**config.mk**
```make
export PLATFORM = sky130hd
export DESIGN_NAME = fpu_fpr_file_sb
export DESIGN_NICKNAME = d
export VERILOG_FILES = /design/src/rtl/fpu_pkg.sv /design/src/rtl/fpu_scoreboard.sv /design/src/rtl/fpu_fpr_file_sb.sv
export SDC_FILE = /design/constraint.sdc
export NUM_CORES = 2
export LEC_CHECK = 0
export CAP_MARGIN = 20
export CORE_MARGIN = 3
export CORE_UTILIZATION = 49
export DETAILED_ROUTE_END_ITERATION = 7
export PLACE_DENSITY = 0.69
export SLEW_MARGIN = 20
export SYNTH_ARGS = -nofsm -noshare
export SYNTH_HDL_FRONTEND = slang
export SYNTH_SLANG_ARGS = --single-unit
```
**constraint.sdc**
```tcl
create_clock -name clk -period 41.7 [get_ports clk]
set_input_delay 6.255 -clock clk [delete_from_list [all_inputs] [get_ports clk]]
set_output_delay 6.255 -clock clk [all_outputs]
set_load 0.02 [all_outputs]
```
**src/rtl/fpu_pkg.sv**
```systemverilog
// Shared constants and types for the half-precision FPU register file.
package fpu_pkg;
  localparam int FPLEN_DEF = 16;
  localparam int DEPTH_DEF = 32;
  localparam int AW_DEF    = $clog2(DEPTH_DEF);

  typedef logic [AW_DEF-1:0]    fpr_addr_t;
  typedef logic [FPLEN_DEF-1:0] fpr_data_t;
endpackage

```
**src/rtl/fpu_scoreboard.sv**
```systemverilog
// Busy-bit scoreboard for long-latency FPU results: tracks pending destinations
// and reports the hazard conditions that feed the sticky error flag.
module fpu_scoreboard
  import fpu_pkg::*;
#(
  parameter int DEPTH = DEPTH_DEF,
  parameter int AW    = $clog2(DEPTH)
) (
  input  logic          clk,
  input  logic          rst,
  input  logic          i_iss_valid,
  input  logic [AW-1:0] i_iss_waddr,
  input  logic          i_wen1,
  input  logic [AW-1:0] i_waddr1,
  input  logic          i_wen0,
  input  logic [AW-1:0] i_waddr0,
  output logic [DEPTH-1:0] o_busy,
  output logic [AW:0]   o_pend_cnt,
  output logic          o_sb_full,
  output logic          o_err_iss_busy,
  output logic          o_err_wen1_idle,
  output logic          o_err_wen0_busy
);
  localparam logic [AW:0] CNT_ONE  = (AW+1)'(1);
  localparam logic [AW:0] CNT_FULL = (AW+1)'(DEPTH);

  logic [DEPTH-1:0] r_busy;
  logic [DEPTH-1:0] w_busy_next;
  logic [AW:0]      r_pend_cnt;
  logic             w_same;
  logic             w_inc;
  logic             w_dec;

  // An issue and a retire to the same register in one cycle keep the bit set.
  assign w_same = i_iss_valid && i_wen1 && (i_iss_waddr == i_waddr1);
  assign w_inc  = i_iss_valid && !r_busy[i_iss_waddr];
  assign w_dec  = i_wen1 && r_busy[i_waddr1] && !w_same;

  genvar gi;
  generate
    for (gi = 0; gi < DEPTH; gi++) begin : g_busy
      assign w_busy_next[gi] = (i_iss_valid && (i_iss_waddr == AW'(gi))) ? 1'b1 :
                               (i_wen1 && (i_waddr1 == AW'(gi)))        ? 1'b0 :
                               r_busy[gi];
    end
  endgenerate

  always_ff @(posedge clk or posedge rst) begin
    if (rst) begin
      r_busy     <= '0;
      r_pend_cnt <= '0;
    end else begin
      r_busy <= w_busy_next;
      if (w_inc && !w_dec)
        r_pend_cnt <= r_pend_cnt + CNT_ONE;
      else if (!w_inc && w_dec)
        r_pend_cnt <= r_pend_cnt - CNT_ONE;
    end
  end

  assign o_busy          = r_busy;
  assign o_pend_cnt      = r_pend_cnt;
  assign o_sb_full       = (r_pend_cnt == CNT_FULL);
  assign o_err_iss_busy  = i_iss_valid && r_busy[i_iss_waddr];
  assign o_err_wen1_idle = i_wen1 && !r_busy[i_waddr1];
  assign o_err_wen0_busy = i_wen0 && r_busy[i_waddr0];
endmodule

```
**src/rtl/fpu_fpr_file_sb.sv**
```systemverilog
// Parametrised FP register file: two write ports, NRD combinational read ports
// with optional write-to-read bypass, and a busy scoreboard for long ops.
module fpu_fpr_file_sb
  import fpu_pkg::*;
#(
  parameter int FPLEN  = FPLEN_DEF,
  parameter int DEPTH  = DEPTH_DEF,
  parameter int NRD    = 3,
  parameter int BYPASS = 1,
  parameter int AW     = $clog2(DEPTH)
) (
  input  logic                 clk,
  input  logic                 rst,
  input  logic [NRD-1:0]       rden,
  input  logic [NRD*AW-1:0]    raddr,
  output logic [NRD*FPLEN-1:0] rd,
  output logic [NRD-1:0]       rbusy,
  input  logic                 wen0,
  input  logic [AW-1:0]        waddr0,
  input  logic [FPLEN-1:0]     wd0,
  input  logic                 wen1,
  input  logic [AW-1:0]        waddr1,
  input  logic [FPLEN-1:0]     wd1,
  input  logic                 iss_valid,
  input  logic [AW-1:0]        iss_waddr,
  output logic                 sb_full,
  output logic [AW:0]          pend_cnt,
  output logic                 err_waw
);
  logic [FPLEN-1:0] r_regs [DEPTH];
  logic [DEPTH-1:0] w_busy;
  logic             w_err_iss_busy;
  logic             w_err_wen1_idle;
  logic             w_err_wen0_busy;
  logic             w_collide;
  logic             r_err_waw;

  fpu_scoreboard #(
    .DEPTH (DEPTH),
    .AW    (AW)
  ) u_sb (
    .clk             (clk),
    .rst             (rst),
    .i_iss_valid     (iss_valid),
    .i_iss_waddr     (iss_waddr),
    .i_wen1          (wen1),
    .i_waddr1        (waddr1),
    .i_wen0          (wen0),
    .i_waddr0        (waddr0),
    .o_busy          (w_busy),
    .o_pend_cnt      (pend_cnt),
    .o_sb_full       (sb_full),
    .o_err_iss_busy  (w_err_iss_busy),
    .o_err_wen1_idle (w_err_wen1_idle),
    .o_err_wen0_busy (w_err_wen0_busy)
  );

  assign w_collide = wen0 && wen1 && (waddr0 == waddr1);

  // Port 1 is written last so a same-address collision keeps the long-op result.
  always_ff @(posedge clk or posedge rst) begin
    if (rst) begin
      for (int k = 0; k < DEPTH; k++)
        r_regs[k] <= '0;
    end else begin
      if (wen0)
        r_regs[waddr0] <= wd0;
      if (wen1)
        r_regs[waddr1] <= wd1;
    end
  end

  always_ff @(posedge clk or posedge rst) begin
    if (rst)
      r_err_waw <= 1'b0;
    else if (w_collide || w_err_iss_busy || w_err_wen1_idle || w_err_wen0_busy)
      r_err_waw <= 1'b1;
  end

  assign err_waw = r_err_waw;

  genvar gi;
  generate
    for (gi = 0; gi < NRD; gi++) begin : g_rd
      logic [AW-1:0]    w_a;
      logic [FPLEN-1:0] w_d;
      logic             w_b;

      assign w_a = raddr[gi*AW +: AW];

      always_comb begin
        w_d = '0;
        w_b = 1'b0;
        if (!rst && rden[gi]) begin
          w_d = r_regs[w_a];
          w_b = w_busy[w_a];
          // A forwarded long-op result is exactly the write that retires the busy bit.
          if (BYPASS != 0) begin
            if (wen1 && (waddr1 == w_a)) begin
              w_d = wd1;
              w_b = 1'b0;
            end else if (wen0 && (waddr0 == w_a)) begin
              w_d = wd0;
            end
          end
        end
      end

      assign rd[gi*FPLEN +: FPLEN] = w_d;
      assign rbusy[gi]             = w_b;
    end
  endgenerate
endmodule

```
After elaboration in Yosys (flattened, before gate mapping) --
Index checks and enable logic that the tools add are counted.
Operators by class: $add $sub $neg 2, multipliers 0, divide/modulo/power cells 0, $lt $le $gt $ge 13, eq/ne operators 71, shifts and indexed selects 0, multiplexer cells 110, bitwise gates (word level) 5, reduce and logical (&&, ||, !) cells 131
Operator list (count):
- $bwmux 512 | 2
- $mux 512 | 2
- $mux 16 | 17
- $bmux 16 s5 | 3
- $demux 16 s5 | 2
- $eq 5x5->1 const B | 32
- $logic_and 1x1->1 | 87
- $eq 5x4->1 const B | 16
- $mux 1 | 76
- $reduce_bool 2->1 | 33
- $eq 5x3->1 const B | 8
- $eq 5x5->1 | 8
- $lt 5x6->1 const B | 6
- $bmux 1 s5 | 6
- $ge 6x6->1 const B | 5
- $not 5->6 | 5
- $eq 5x2->1 const B | 4
- $lt 6x1->1 const B | 2
- $mux 6 | 2
- $eq 5x1->1 const B | 2
- $logic_not 5->1 | 2
- $add 6x1->6 const B | 1
- $eq 6x6->1 const B | 1
- $logic_not 1->1 | 6
- 2 further kinds | 4
Word-level totals: register bits after elaboration 551, latch bits 0, memory bits (writable) 0, bits in read-only memories 0, input port bits 70, output and inout bits 59, logic and storage cells 398, memories 0

Depth between registers and ports, before layout --
word-level depth 9, mapped depth 18, depth with buffers taken out 15

Hierarchy --
Synthesis repeated with hierarchy kept, for this count alone.
Unflattened totals: cells, all modules 4020, area, all modules 41613.7 um^2
Modules (own cells, without submodules):
- fpu_fpr_file_sb | instances 1, cells an instance 3726, area an instance 38859.8 um^2, sequential area each 12837.3 um^2
- fpu_scoreboard | instances 1, cells an instance 294, area an instance 2753.9 um^2, sequential area each 950.9 um^2

Least setup slack after synthesis --
Ideal clock, no wire load.
path type input -> output, start input port raddr[6], end output port rd[30], arrival 8.134 ns, setup slack 27.311 ns, cell stages on the path 8, cell sequence buf_6 buf_12 buf_12 xor2_2 nor4_4 nand3_4 buf_2 a311oi_1
Between the ends: longest elaborated chain between the ends 7, elaborated cells on any way between the ends 11, classes of those cells eq/ne (2); mux (6); bitwise (1); reduce/logical (2)
Ends and longest elaborated chain:
- start, declared | line fpu_fpr_file_sb.sv:15 | input logic [NRD*AW-1:0] raddr,
- $not 5->6 (implied by the code) | line fpu_fpr_file_sb.sv:95 | w_d = r_regs[w_a];
- $bmux 16 s5 | line fpu_fpr_file_sb.sv:95
- $mux 16 (implied by the code) (2 in a row) | line fpu_fpr_file_sb.sv:95
- $mux 16 | line fpu_fpr_file_sb.sv:102 | end else if (wen0 && (waddr0 == w_a)) begin
- $mux 16 * | line fpu_fpr_file_sb.sv:99 | if (wen1 && (waddr1 == w_a)) begin
- $mux 16 * | line fpu_fpr_file_sb.sv:94 | if (!rst && rden[gi]) begin
- end, declared | line fpu_fpr_file_sb.sv:16 | output logic [NRD*FPLEN-1:0] rd,
Mark *: on every way between the ends. The rest lies on a longest branch, timed or not. The select of a mux whose other input is x is not followed.

Worst setup path in the final report --
start input port waddr1[0], end output port rd[15]
Between the ends: longest elaborated chain between the ends 4
Ends and longest elaborated chain:
- start, declared | line fpu_fpr_file_sb.sv:22 | input logic [AW-1:0] waddr1,
- $eq 5x5->1 | line fpu_fpr_file_sb.sv:99
- $logic_and 1x1->1 | line fpu_fpr_file_sb.sv:99
- $mux 16 | line fpu_fpr_file_sb.sv:99
- $mux 16 | line fpu_fpr_file_sb.sv:94
Every way passes these cells.

==> results.toml <==
[run_status]
status = "completed"

[die]
design.core.area_mm2 = 0.0841
io_pins = 129
std_cell_rows = 106
die_y_um = 298
start_util = 0.498
dieArea_mm2 = 0.0889
die_width_um = 298

[cts]
clock-sinks = 551
cts_setup_buffers = 0
clk_path_buf_depth = 3
clock_latency_ns = 0.66
cts_tree = "built"
clkTransAtPathRegs_ns = 0.07
hold_buffers = 0
numCtsBuffers = 61
htreeDepth = 2
root_buffer = "clkbuf_16"
cts_resized = 0

[worst_setup_path]
worst-r2r-cell-count = 14
crit_path_start_kind = "input pin"
path_max_fanout = 21
crit_top_cell = "clkdlybuf4s50_1"
r2r_start = "u_sb.o_busy[11]"
r2r_end = "u_sb.o_pend_cnt[5]"
worstPathArrival_ns = 11.02
critPathCaptureType = "output pin"
cp.required_ns = 35.44
path_cells = "clkdlybuf4s50_1 > xor2_1 > nor4_1 > and3_1 > nor2_1 > a311oi_1 > clkdlybuf4s50_1"
slowest_stage = "a311oi_1"
cp_slowest_stage_delay_ns = 1.00
critPathKind = "input pin to output pin"
ff2ff_setup_slack_ns = 37.97

[synth]
yosys_warnings = 0
synthAdderAreaFrac = 0.00197
ys_seq_area_frac = 0.330
yosys.area.top_type = "dfrtp_1"
synth_area_mm2 = 0.0418
ys_ff_latch = 551
avgSynthCellArea_um2 = 10.6
netlist.area_leader.share = 0.330
ys_types = 68
synthSimpleGateAreaFrac = 0.0940
ys.flop_type = "dfrtp_1"
synth.area.top_cells = "dfrtp_1 (33%), mux4_2 (23%), mux2i_1 (16%)"
synth-xor-area-share = 0.00897
async_flop_share = 1.00
synth_edf_count = 0
synth_top_family_by_area = "multiplexers"
syn_nets = 4037
synth_compound_gate_area_share = 0.115
muxShareOfSynthArea = 0.396
synth_cells = 3961

[routing]
wire_per_inst_um = 30.3
postRouteAntennaNets = 0
drt_iter0_markers = 4907
viasPerCell = 7.03
dr.pass1.iters = 6
num_vias = 35100
routed_wl_mm = 151
drc = 0

[global_routing]
grt_pass1_wl_mm = 224
grt_max_degree = 179
grt_pass1_vias = 33700
antenna_found_initial = 3
overflow = 0
grt_usage = 0.333

[pwr]
powerDensity_mw_per_mm2 = 46.1
leakagePower_uw = 0.0187
p_total_uw = 2100
ir_drop_v = 0.0000330

[timing]
max_clock_freq_mhz = 57.9
slew_violations = 0
final.setup.tns_ns = 0
slew_headroom = 0.171
setup_viol = 0
hold_viol = 0
rsz0062_at_grt = "no"
skew_ns = 0.00947
period_needed_ns = 17.28
worst_pin_slew_ns = 1.24
period_share = 0.414

[placed_design]
portBuffers = 128
dp_hpwl_mm = 91.7
place_congestion = 0.973
postPlaceCellArea_mm2 = 0.0433

[cells_and_area]
post-route-util = 0.540
final_area_mm2 = 0.0454
area_delta_synth_final_pct = 8.63
multi_input_area_mm2 = 0.0258
seqCellArea_mm2 = 0.0138
fill_cells = 7375
final_nets = 3883
drive_gt1_frac = 0.191

[run]
cap_violations = 0

[min_path]
hp-class = "flop to flop"
min_path_cells = 1
hp-start = "u_sb.o_pend_cnt[5]"
min_to = "u_sb.o_pend_cnt[5]"
-- per-layer routing --
layer,wire [um],part of all wire,GRT usage
met1,56600,0.37,0.450
met2,65500,0.43,0.484
met3,20700,0.14,0.110
met4,8270,0.055,0.159
met5,32,0.00021,0
-- report_power, final --
part           total (uW)  switching (uW)  internal [uW]
clock                 586             245            341
combinational         664             298            366
sequential            845             165            680
-- cells in the final DEF, fill, tap and decap left out, types with 16 or more instances in the layout --
cell / Yosys / final
mux2_2: 29 / 29
clkdlybuf4s50_1: 0 / 115
nor2_1: 393 / 390
nor2_2: 13 / 16
inv_1: 19 / 18
mux2i_1: 671 / 671
a21oi_1: 416 / 416
nor3_1: 25 / 24
o21ai_0: 193 / 193
a31oi_1: 17 / 17
clkbuf_16: 0 / 62
mux4_2: 423 / 423
nand3_1: 24 / 24
xor2_1: 27 / 27
nor2b_1: 57 / 56
o21ai_1: 53 / 53
dfrtp_1: 551 / 551
a311oi_1: 37 / 37
buf_4: 61 / 117
a211oi_1: 54 / 54
nand2_1: 321 / 318
a221oi_1: 28 / 28
-- flip-flops by register name (all words and copies together) (netlist names) --
register,flops
r_regs,512
u_sb.o_busy,32
u_sb.o_pend_cnt,6
err_waw,1
-- critical path, delay by kind of cell --
kind	cells	cell delay (ns)
AOI/OAI and AO/OA	1	1.00
xor gates and xnor gates	1	0.35
buffers and inverters	2	1.66
and+or+nand+nor	3	1.74
-- area by class of cell --
type	instances	area share
Timing Repair Buffer	249	0.0496
Antenna cell	1	0.0000551
Inverter	19	0.00173
Clock inverter	27	0.00807
Tap cell	1134	0.0312
Sequential cell	551	0.303
Clock buffer	82	0.0384
Multi-Input combinational cell	2925	0.567
-- through the flow --
stage / cells / worst slack (ns) / hold WS [ns]
after floorplan: 3961 / 20.04 / 0.527
after global placement: 4875 / 24.97 / 0.482
after detailed placement: 4876 / 25.01 / 0.494
after CTS: 4985 / 25.00 / 0.512
after global routing: 4987 / 24.60 / 0.537
final: 4988 / 24.42 / 0.507
-- cell families (layout without fill, tap and decap cells) --
group / after synthesis / in the layout
other: 0 / 1
XOR/XNOR: 42 / 42
adder cells (fa/ha/maj): 6 / 6
AND/OR/NAND/NOR: 910 / 910
AO/OA/AOI/OAI: 844 / 844
multiplexers: 1123 / 1123
flip-flops: 551 / 551
buffers and inverters: 485 / 377
-- synthesized netlist by cell type, types with 27 or more instances --
cell type	number
mux4_2	423
mux2_2	29
o21ai_1	53
dfrtp_1	551
nor2b_1	57
nor2_1	393
buf_4	61
a211oi_1	54
a311oi_1	37
buf_2	102
a221oi_1	28
o21ai_0	193
mux2i_1	671
xor2_1	27
a21oi_1	416
clkbuf_1	249
buf_1	40
nand2_1	321
-- worst max-delay path by stage --
stage	startpoint	end	slack, ns	cells after the start
2_1_floorplan	rst	err_waw	20.04	1
3_3_place_gp	raddr[10]	rd[47]	24.97	7
3_5_place_dp	waddr1[0]	rd[15]	25.01	7
4_1_cts	waddr1[0]	rd[15]	25.00	7
5_1_grt	waddr1[0]	rd[15]	24.60	7
6_report	waddr1[0]	rd[15]	24.42	7
(Power assumes the default switching activity.)
